===== src/rtl/butterfly_p2s_seq_ctrl_pkg.sv =====
// Shared types and constants for the p2s/LN output-stage job sequencer.
// Holds the FSM state encoding, the command mode bit positions and the default geometry.
package butterfly_p2s_seq_ctrl_pkg;

    typedef enum logic [2:0] {
        StIdle   = 3'd0,
        StCfg    = 3'd1,
        StStream = 3'd2,
        StDrain  = 3'd3,
        StDone   = 3'd4
    } seq_state_e;

    localparam int unsigned MODE_BYPASS    = 0;
    localparam int unsigned MODE_LN        = 1;
    localparam int unsigned LEN_WIDTH      = 16;
    localparam int unsigned NUM_OUTPUT_DEF = 8;
    localparam int unsigned LOG2_NOUT      = $clog2(NUM_OUTPUT_DEF);

    // Output beats a job produces: one per vector when parallel, num_output per vector otherwise.
    function automatic int unsigned beats_per_vec(input logic by_pass, input int unsigned log2_nout);
        return by_pass ? 1 : (1 << log2_nout);
    endfunction

endpackage


===== src/rtl/butterfly_seq_cnt.sv =====
// Loadable up-counter with an equality compare against a terminal value.
// The compare uses the registered count, so it reflects events up to the previous cycle.
module butterfly_seq_cnt #(
    parameter int unsigned Width = 16
) (
    input  logic             clk_i,
    input  logic             rst_ni,
    input  logic             load_i,
    input  logic [Width-1:0] load_val_i,
    input  logic             inc_i,
    input  logic [Width-1:0] term_val_i,
    output logic             at_term_o
);

    logic [Width-1:0] cnt_q, cnt_d;

    always_comb begin
        cnt_d = cnt_q;
        if (load_i) begin
            cnt_d = load_val_i;
        end else if (inc_i) begin
            cnt_d = cnt_q + Width'(1);
        end
    end

    always_ff @(posedge clk_i or negedge rst_ni) begin
        if (!rst_ni) begin
            cnt_q <= '0;
        end else begin
            cnt_q <= cnt_d;
        end
    end

    assign at_term_o = (cnt_q == term_val_i);

endmodule


===== src/rtl/butterfly_p2s_seq_ctrl.sv =====
// Job sequencer in front of the p2s/LN datapath: latches one command, holds the datapath
// configuration for the whole job, gates source vectors in and waits for every output beat.
module butterfly_p2s_seq_ctrl
    import butterfly_p2s_seq_ctrl_pkg::*;
#(
    parameter int unsigned DataWidth = 16,
    parameter int unsigned NumOutput = NUM_OUTPUT_DEF,
    parameter int unsigned CntWidth  = 16
) (
    input  logic                           clk_i,
    input  logic                           rst_ni,
    input  logic                           cmd_vld_i,
    output logic                           cmd_rdy_o,
    input  logic [1:0]                     cmd_mode_i,
    input  logic [LEN_WIDTH-1:0]           cmd_length_i,
    input  logic [CntWidth-1:0]            cmd_num_vec_i,
    input  logic [NumOutput*DataWidth-1:0] src_dat_i,
    input  logic                           src_vld_i,
    output logic                           src_rdy_o,
    output logic                           cfg_is_ln_o,
    output logic                           cfg_by_pass_o,
    output logic [LEN_WIDTH-1:0]           cfg_length_o,
    output logic [NumOutput*DataWidth-1:0] up_dat_o,
    output logic                           up_vld_o,
    input  logic                           up_rdy_i,
    input  logic                           mon_par_fire_i,
    input  logic                           mon_ser_fire_i,
    output logic                           busy_o,
    output logic                           done_o
);

    localparam int unsigned Log2Nout = $clog2(NumOutput);
    localparam int unsigned ExpWidth = CntWidth + Log2Nout;

    seq_state_e state_q, state_d;

    logic                 cfg_is_ln_q, cfg_is_ln_d;
    logic                 cfg_by_pass_q, cfg_by_pass_d;
    logic [LEN_WIDTH-1:0] cfg_length_q, cfg_length_d;
    logic [CntWidth-1:0]  num_vec_q, num_vec_d;
    logic [ExpWidth-1:0]  exp_out_q, exp_out_d;

    logic cmd_fire;
    logic in_fire;
    logic out_fire;
    logic streaming;
    logic counting;
    logic cnt_clear;
    logic in_at_last;
    logic out_at_end;

    assign streaming = (state_q == StStream);
    assign counting  = (state_q == StStream) || (state_q == StDrain);
    assign cnt_clear = (state_q == StDone);

    assign cmd_rdy_o = (state_q == StIdle);
    assign cmd_fire  = cmd_vld_i && cmd_rdy_o;

    assign up_dat_o  = src_dat_i;
    assign up_vld_o  = src_vld_i && streaming;
    assign src_rdy_o = up_rdy_i && streaming;
    assign in_fire   = src_vld_i && src_rdy_o;

    // Only the monitor matching the job's output path counts; the other is ignored.
    assign out_fire = counting && (cfg_by_pass_q ? mon_par_fire_i : mon_ser_fire_i);

    assign busy_o        = (state_q != StIdle);
    assign done_o        = (state_q == StDone);
    assign cfg_is_ln_o   = cfg_is_ln_q;
    assign cfg_by_pass_o = cfg_by_pass_q;
    assign cfg_length_o  = cfg_length_q;

    // Job configuration is only captured on command accept and otherwise held,
    // including past DONE, so late output tails still see the right mode.
    always_comb begin
        cfg_is_ln_d   = cfg_is_ln_q;
        cfg_by_pass_d = cfg_by_pass_q;
        cfg_length_d  = cfg_length_q;
        num_vec_d     = num_vec_q;
        exp_out_d     = exp_out_q;
        if (cmd_fire) begin
            cfg_is_ln_d   = cmd_mode_i[MODE_LN];
            cfg_by_pass_d = cmd_mode_i[MODE_BYPASS];
            cfg_length_d  = cmd_length_i;
            num_vec_d     = cmd_num_vec_i;
            exp_out_d     = cmd_mode_i[MODE_BYPASS] ? ExpWidth'(cmd_num_vec_i)
                                                    : (ExpWidth'(cmd_num_vec_i) << Log2Nout);
        end
    end

    always_comb begin
        state_d = state_q;
        unique case (state_q)
            StIdle: begin
                if (cmd_fire) begin
                    state_d = StCfg;
                end
            end
            StCfg: begin
                state_d = (num_vec_q == '0) ? StDone : StStream;
            end
            StStream: begin
                if (in_fire && in_at_last) begin
                    state_d = StDrain;
                end
            end
            StDrain: begin
                if (out_at_end) begin
                    state_d = StDone;
                end
            end
            StDone: begin
                state_d = StIdle;
            end
            default: begin
                state_d = StIdle;
            end
        endcase
    end

    always_ff @(posedge clk_i or negedge rst_ni) begin
        if (!rst_ni) begin
            state_q       <= StIdle;
            cfg_is_ln_q   <= 1'b0;
            cfg_by_pass_q <= 1'b0;
            cfg_length_q  <= '0;
            num_vec_q     <= '0;
            exp_out_q     <= '0;
        end else begin
            state_q       <= state_d;
            cfg_is_ln_q   <= cfg_is_ln_d;
            cfg_by_pass_q <= cfg_by_pass_d;
            cfg_length_q  <= cfg_length_d;
            num_vec_q     <= num_vec_d;
            exp_out_q     <= exp_out_d;
        end
    end

    butterfly_seq_cnt #(
        .Width (CntWidth)
    ) u_in_cnt (
        .clk_i      (clk_i),
        .rst_ni     (rst_ni),
        .load_i     (cnt_clear),
        .load_val_i ('0),
        .inc_i      (in_fire),
        .term_val_i (num_vec_q - CntWidth'(1)),
        .at_term_o  (in_at_last)
    );

    butterfly_seq_cnt #(
        .Width (ExpWidth)
    ) u_out_cnt (
        .clk_i      (clk_i),
        .rst_ni     (rst_ni),
        .load_i     (cnt_clear),
        .load_val_i ('0),
        .inc_i      (out_fire),
        .term_val_i (exp_out_q),
        .at_term_o  (out_at_end)
    );

endmodule


===== config.mk =====
export PLATFORM = sky130hd
export DESIGN_NAME = butterfly_p2s_seq_ctrl
export DESIGN_NICKNAME = d
export VERILOG_FILES = /design/src/rtl/butterfly_p2s_seq_ctrl_pkg.sv /design/src/rtl/butterfly_seq_cnt.sv /design/src/rtl/butterfly_p2s_seq_ctrl.sv
export SDC_FILE = /design/constraint.sdc
export NUM_CORES = 1
export LEC_CHECK = 0
export ABC_AREA = 0
export CAP_MARGIN = 20
export CORE_MARGIN = 3
export CORE_UTILIZATION = 33
export DETAILED_ROUTE_END_ITERATION = 10
export PLACE_DENSITY = 0.7
export REMOVE_ABC_BUFFERS = 1
export SLEW_MARGIN = 20
export SYNTH_ARGS = -nofsm -noshare
export SYNTH_HDL_FRONTEND = slang
export SYNTH_SLANG_ARGS = --single-unit

===== constraint.sdc =====
create_clock -name clk_i -period 2.6 [get_ports clk_i]
set_input_delay 0.26 -clock clk_i [delete_from_list [all_inputs] [get_ports clk_i]]
set_output_delay 0.26 -clock clk_i [all_outputs]
set_load 0.1 [all_outputs]

==> impl_metrics.yaml, run 1 <==
logic_synthesis:
  ys_async_sr_fraction: 1.000
  ys_ff_latch: 91
  synth_fa_ha_area_frac: 0.006520
  synth_cell_types: 47
  syn_area_mm2: 0.005757
  netlist_top_cells_area: "dfrtp_1, buf_4, nand2_1"
  synthMuxAreaShare: 0.02608
  synth_cells: 661
  synth_edf_count: 0
  yosys.area_share.simple: 0.2236
  yosysTopAreaCell: "dfrtp_1"
  synthXorXnorAreaFrac: 0.1080
  yosys_warnings: 0
  synth_top_area_frac: 0.3956
  synth_compound_area_frac: 0.04586
  synth_top_family_by_area: "simple AND/OR/NAND/NOR gates"
  seq_area_frac_synth: 0.3956
  syn_area_per_cell_um2: 8.709
  synthFlopType: "dfrtp_1"
timing:
  rsz0062_at_grt: "no"
  slew-limit-headroom: 0.5391
  fin_crit_sh: 0.9027
  tns_ns: 0
  tightest_slew_ns: 0.6913
  drv_slew: 0
  period_needed_ns: 2.347
  fmax_ghz: 0.4261
  fin_worst_skew_ns: 0.01066
  setup_violations: 0
  hold_viol_final: 0
detailed_routing:
  drcViolationCount: 0
  vias: 4369
  dr.pass1.iters: 4
  drt-total-wl_um: 31670
  viasPerCell: 5.335
  dr.first_iter.drc_count: 303
  wire_per_inst_um: 38.67
  antenna_left: 0
worst_setup_path:
  slowest_delay_ns: 0.47
  cp_cell_sequence: "nor4_4, buf_4, nand3_2, or3_1, a221oi_2, o2111ai_1, a211oi_2"
  critical_path.max_fanout: 8
  rr_worst_depth: 7
  worstSetupEndpointType: "flop"
  cp_slowest_cell: "dfrtp_1"
  worstReg2RegStart: "num_vec_q[2]"
  reg2reg_to: "state_q[0]"
  reg2reg_setup_slack_ns: 0.25
  crit_type: "flop to flop"
  required_ns: 2.87
  critPathLaunchType: "flop"
  critPathArrivalTime_ns: 2.61
global_routing:
  antenna_found_initial: 0
  grt_max_degree: 65
  grt_overflow: 0
  grt_pass1_wl_um: 40910
  grt_usage: 0.3248
  grt_pass1_vias: 4104
floorplan:
  rows: 47
  core_mm2: 0.01682
  die_y_um: 138.1
  start_util: 0.3423
  dieWidth_um: 138.1
  ioPinCount: 320
  die_area_mm2: 0.01907
clock_network:
  cts_max_level: 3
  insertion_delay_ns: 0.35
  clock-root-buffer: "clkbuf_16"
  cts.reportedPaths.clkPinSlew_ns: 0.07
  cts.sinks: 91
  clockBufferDepth: 2
  cts_tree: "done"
  cts-buffers-inserted: 9
cells_and_area:
  syn2layout_area_growth_pct: 4.673
  nets: 767
  post_layout_nonfiller_instances: 819
  final_common_cell: "nand2_1"
  mostFrequentLayoutCells: "nand2_1, dfrtp_1, nor2_1"
  antenna_cells: 0
  drive_above_1_share: 0.1018
min_path:
  hold_depth: 3
  hp-start: "cmd_length_i[9]"
  hold_class: "input port to flop"
  hold_end: "cfg_length_o[9]"
flow_run:
  maxCapViolations: 0
placed_design:
  portBuffers: 63
  dp_hpwl_um: 27920
  dp_cells: 803
  gpl.final_weighted_congestion: 1.221
power:
  p_comb_frac: 0.459
  ir_drop_uv: 771.4
  power_frac_seq: 0.341
  pwr-share-clk: 0.200
  power.density_mw_per_mm2: 1206
  swShare: 0.4717
  p_switching_mw: 3.429
  p_int_mw: 3.840
  leakage_nw: 2.739
status:
  status: "completed"
==> sequential cells by signal, indices dropped and copies added, names as in the netlist <==
| register | flops |
|---|---|
| cfg_is_ln_o | 1 |
| cfg_by_pass_o | 1 |
| u_in_cnt.cnt_q | 16 |
| state_q | 3 |
| u_out_cnt.cnt_q | 19 |
| cfg_length_o | 16 |
| exp_out_q | 19 |
| num_vec_q | 16 |
==> final cells by class <==
type | instances | area (µm²)
Clock buffer | 10 | 239.0
Fill cell | 1755 | 10790
Multi-Input combinational cell | 405 | 2364
Inverter | 10 | 37.54
Tap cell | 220 | 275.3
Timing Repair Buffer | 78 | 748.2
Sequential cell | 91 | 2277
Clock inverter | 5 | 85.08
==> layer usage <==
layer | track usage | share of wire | up-vias
li1 | - | - | 1896
met1 | 0.2259 | 0.25 | 2029
met2 | 0.4681 | 0.42 | 367
met3 | 0.3878 | 0.24 | 71
met4 | 0.2231 | 0.092 | 6
met5 | 0.09273 | 0.0069 | -
==> stage by stage <==
step,cell area [µm²],utilization,hold slack (ns),power (mW),setup WS (ns)
3_5_place_dp,5692,0.3384,0.3502,5.829,0.1470
5_1_grt,6026,0.3583,0.4419,7.673,0.08693
4_1_cts,6026,0.3583,0.4252,7.295,0.2414
6_report,6026,0.3583,0.4356,7.269,0.2530
3_3_place_gp,5692,0.3384,0.3455,5.804,0.2060
2_1_floorplan,4676,-,-0.03559,4.841,-2.699
==> power groups by stage <==
stage	sequential, mW	clock [mW]	combinational [mW]
3_3_place_gp	2.49	0	3.31
6_report	2.48	1.45	3.33
3_5_place_dp	2.49	0	3.34
5_1_grt	2.55	1.53	3.59
2_1_floorplan	3.28	0	1.56
4_1_cts	2.48	1.48	3.34
==> worst max path at each step <==
stage,start,cells after the start,to,slack (ns)
5_1_grt,num_vec_q[2],7,state_q[0],0.09
3_5_place_dp,src_vld_i,7,state_q[0],0.15
4_1_cts,num_vec_q[2],7,state_q[0],0.24
2_1_floorplan,state_q[2],6,u_in_cnt.cnt_q[11],-2.70
3_3_place_gp,src_vld_i,7,state_q[0],0.21
6_report,num_vec_q[2],7,state_q[0],0.25
==> cell usage after synthesis (all sizes together), types with 2 or more instances <==
| master | number |
|---|---|
| nand3 | 15 |
| clkbuf | 23 |
| a31oi | 2 |
| xor2 | 29 |
| mux2i | 15 |
| nand4 | 20 |
| xnor2 | 42 |
| a21oi | 5 |
| and3 | 7 |
| nor3 | 9 |
| nand3b | 5 |
| nand2b | 2 |
| a211oi | 3 |
| inv | 10 |
| and2 | 3 |
| nand2 | 139 |
| or2b | 2 |
| a22oi | 2 |
| dfrtp | 91 |
| nor2 | 47 |
| and4 | 3 |
| o2111ai | 2 |
| nor2b | 6 |
| buf | 132 |
| o21ai | 21 |
| ha | 3 |
| or3 | 3 |
| or4 | 3 |
| nor4 | 7 |
==> repair_timing <==
| action | in CTS | in global routing |
|---|---|---|
| hold endpoints to repair | 47 | 0 |
| gates resized for setup | 0 | 0 |
| hold buffers | 1 | 0 |
| buffers inserted | 0 | 0 |
==> critical path, delay by kind of cell (launching register included) <==
family | cells | cell delay, ns
AND/OR/NAND/NOR | 3 | 0.84
AO/OA/AOI/OAI | 3 | 0.73
flip-flops | 1 | 0.47
buffers and inverters | 1 | 0.22
==> kinds of logic (layout without fill, tap and decap cells) <==
kind of cell	after synthesis	after routing
xor gates and xnor gates	71	71
AOI/OAI and AO/OA	41	41
adders and majority gates	3	3
and+or+nand+nor	275	275
muxes	15	15
buffers and inverters	165	103
DFF	91	91
Power figures use the tool's default switching activity.
==> run 2: changes to the inputs <==
PLACE_DENSITY = 0.73   (was 0.7)
clock period = 1.95 ns   (was 2.6 ns; I/O delays follow)
==> impl_metrics.yaml, run 2 (same netlist as run 1, synthesis figures left out) <==
status:
  status: "finished with violations"
  violations: "negative setup slack"
worst_setup_path:
  required_ns: 2.17
  slowest_delay_ns: 0.43
  reg2reg_to: "state_q[0]"
  cp_cell_sequence: "nor4_4, buf_4, buf_4, or2b_1, o21ai_0, a2111oi_4, o2111ai_2, a211oi_2"
  worstSetupEndpointType: "flop"
  crit_top_cell: "buf_4"
  cp.depth: 8
  cp_slowest_cell: "o21ai_0"
  crit_start: "num_vec_q[5]"
  critPathArrivalTime_ns: 2.38
  crit_family: "compound AO/OA/AOI/OAI gates"
  critical_path.max_fanout: 5
  cp_num_buf_inv: 2
  crit_type: "flop to flop"
  worstReg2RegStart: "num_vec_q[5]"
  critPathLaunchType: "flop"
  rr_worst_depth: 8
  reg2reg_setup_slack_ns: -0.21
detailed_routing:
  drcViolationCount: 0
  dr.first_iter.drc_count: 313
  dr.pass1.iters: 5
  vias: 4674
  viasPerCell: 5.397
  drt-total-wl_um: 32450
  antenna_left: 0
  wire_per_inst_um: 37.47
global_routing:
  grt_overflow: 0
  antenna_found_initial: 1
  grt_pass1_vias: 4351
  grt_usage: 0.3295
  grt_pass1_wl_um: 41920
  grt_max_degree: 65
clock_network:
  cts-buffers-inserted: 9
  cts_max_level: 3
  clock-root-buffer: "clkbuf_16"
  clockBufferDepth: 2
  cts.sinks: 91
  insertion_delay_ns: 0.35
  cts.reportedPaths.clkPinSlew_ns: 0.07
  cts_tree: "done"
min_path:
  hold_class: "input port to asynchronous set/reset pin"
floorplan:
  rows: 47
  die_area_mm2: 0.01907
  ioPinCount: 320
  die_y_um: 138.1
  dieWidth_um: 138.1
  start_util: 0.3423
  core_mm2: 0.01682
timing:
  tightest_slew_ns: 0.5467
  hold_viol_final: 0
  fin_crit_sh: 1.106
  fmax_ghz: 0.4637
  rsz0062_at_grt: "yes"
  drv_slew: 0
  setup_violations: 1
  slew-limit-headroom: 0.6356
  setup_slack_ns: -0.2065
  period_needed_ns: 2.156
  fin_worst_skew_ns: 0.008644
cells_and_area:
  syn2layout_area_growth_pct: 13.63
  post-route-util: 0.3889
  reg_top3: "exp_out_q x19, u_out_cnt.cnt_q x19"
  nets: 814
  final_common_cell: "nand2_1"
  drive_above_1_share: 0.1981
  antenna_cells: 0
  post_layout_nonfiller_instances: 866
  mostFrequentLayoutCells: "nand2_1, dfrtp_1, buf_4"
placed_design:
  portBuffers: 63
  dp_hpwl_um: 28360
  dp_cells: 846
  gpl.final_weighted_congestion: 1.273
power:
  ir_drop_uv: 1227
  leakage_nw: 2.995
  power.density_mw_per_mm2: 1598
flow_run:
  maxCapViolations: 0
run 2: worst register-to-register path, stage by stage (launching register included):
cell	delay, ns
dfrtp_1	0.42
nor4_4	0.32
buf_4	0.16
buf_4	0.12
or2b_1	0.21
o21ai_0	0.43
a2111oi_4	0.15
o2111ai_2	0.13
a211oi_2	0.10
run 2: power by group:
part / leakage [nW] / total [mW] / internal (mW) / switching, mW
combinational: 1.69 / 5.58 / 2.04 / 3.53
sequential: 1.17 / 3.12 / 2.54 / 0.576
clock: 0.135 / 1.76 / 0.994 / 0.767
total: 3.00 / 10.5 / 5.58 / 4.87
run 2: layer usage:
layer	vias to the layer above	routed length, µm	track usage
li1	1992	-	-
met1	2181	7452	0.2186
met2	400	13490	0.4723
met3	93	7999	0.3947
met4	8	3216	0.2517
met5	-	291	0.1128
run 2: worst max path at each step:
stage,endpoint,slack [ns]
5_1_grt,state_q[0],-0.29
3_5_place_dp,state_q[0],-0.38
2_1_floorplan,u_in_cnt.cnt_q[11],-3.35
6_report,state_q[0],-0.21
3_3_place_gp,state_q[0],-0.32
4_1_cts,state_q[0],-0.17
run 2: stage by stage:
| step | cell area [µm²] | hold slack (ns) | total power, mW | setup TNS, ns | worst slack (ns) |
|---|---|---|---|---|---|
| 5_1_grt | 6541 | 0.3836 | 10.98 | -0.5731 | -0.2934 |
| 6_report | 6541 | 0.3591 | 10.45 | -0.2065 | -0.2065 |
| 4_1_cts | 6440 | 0.3594 | 10.30 | -0.1704 | -0.1704 |
| 2_1_floorplan | 4676 | -0.1006 | 6.454 | -209.73 | -3.349 |
| 3_3_place_gp | 6065 | 0.2128 | 8.280 | -2.068 | -0.3203 |
| 3_5_place_dp | 6065 | 0.2107 | 8.379 | -2.455 | -0.3792 |
run 2: area by class of cell:
cell class | count | area [µm²]
multi-input cells | 405 | 2497
repair buffers | 125 | 1162
clock buffers | 10 | 229.0
well taps | 220 | 275.3
fillers | 1683 | 10280
flip-flops and latches | 91 | 2277
inverters | 10 | 37.54
clock inverters | 5 | 62.56
run 2: what timing repair did:
| item | 4_1_cts | 5_1_grt |
|---|---|---|
| buffers inserted | 3 | 1 |
| hold buffers | 1 | 0 |
| endpoints found under the setup margin | 9 | 19 |
| pin swaps | 7 | 5 |
| hold endpoints to repair | 36 | 0 |
| cloned | 0 | 0 |
| resized for setup | 11 | 19 |
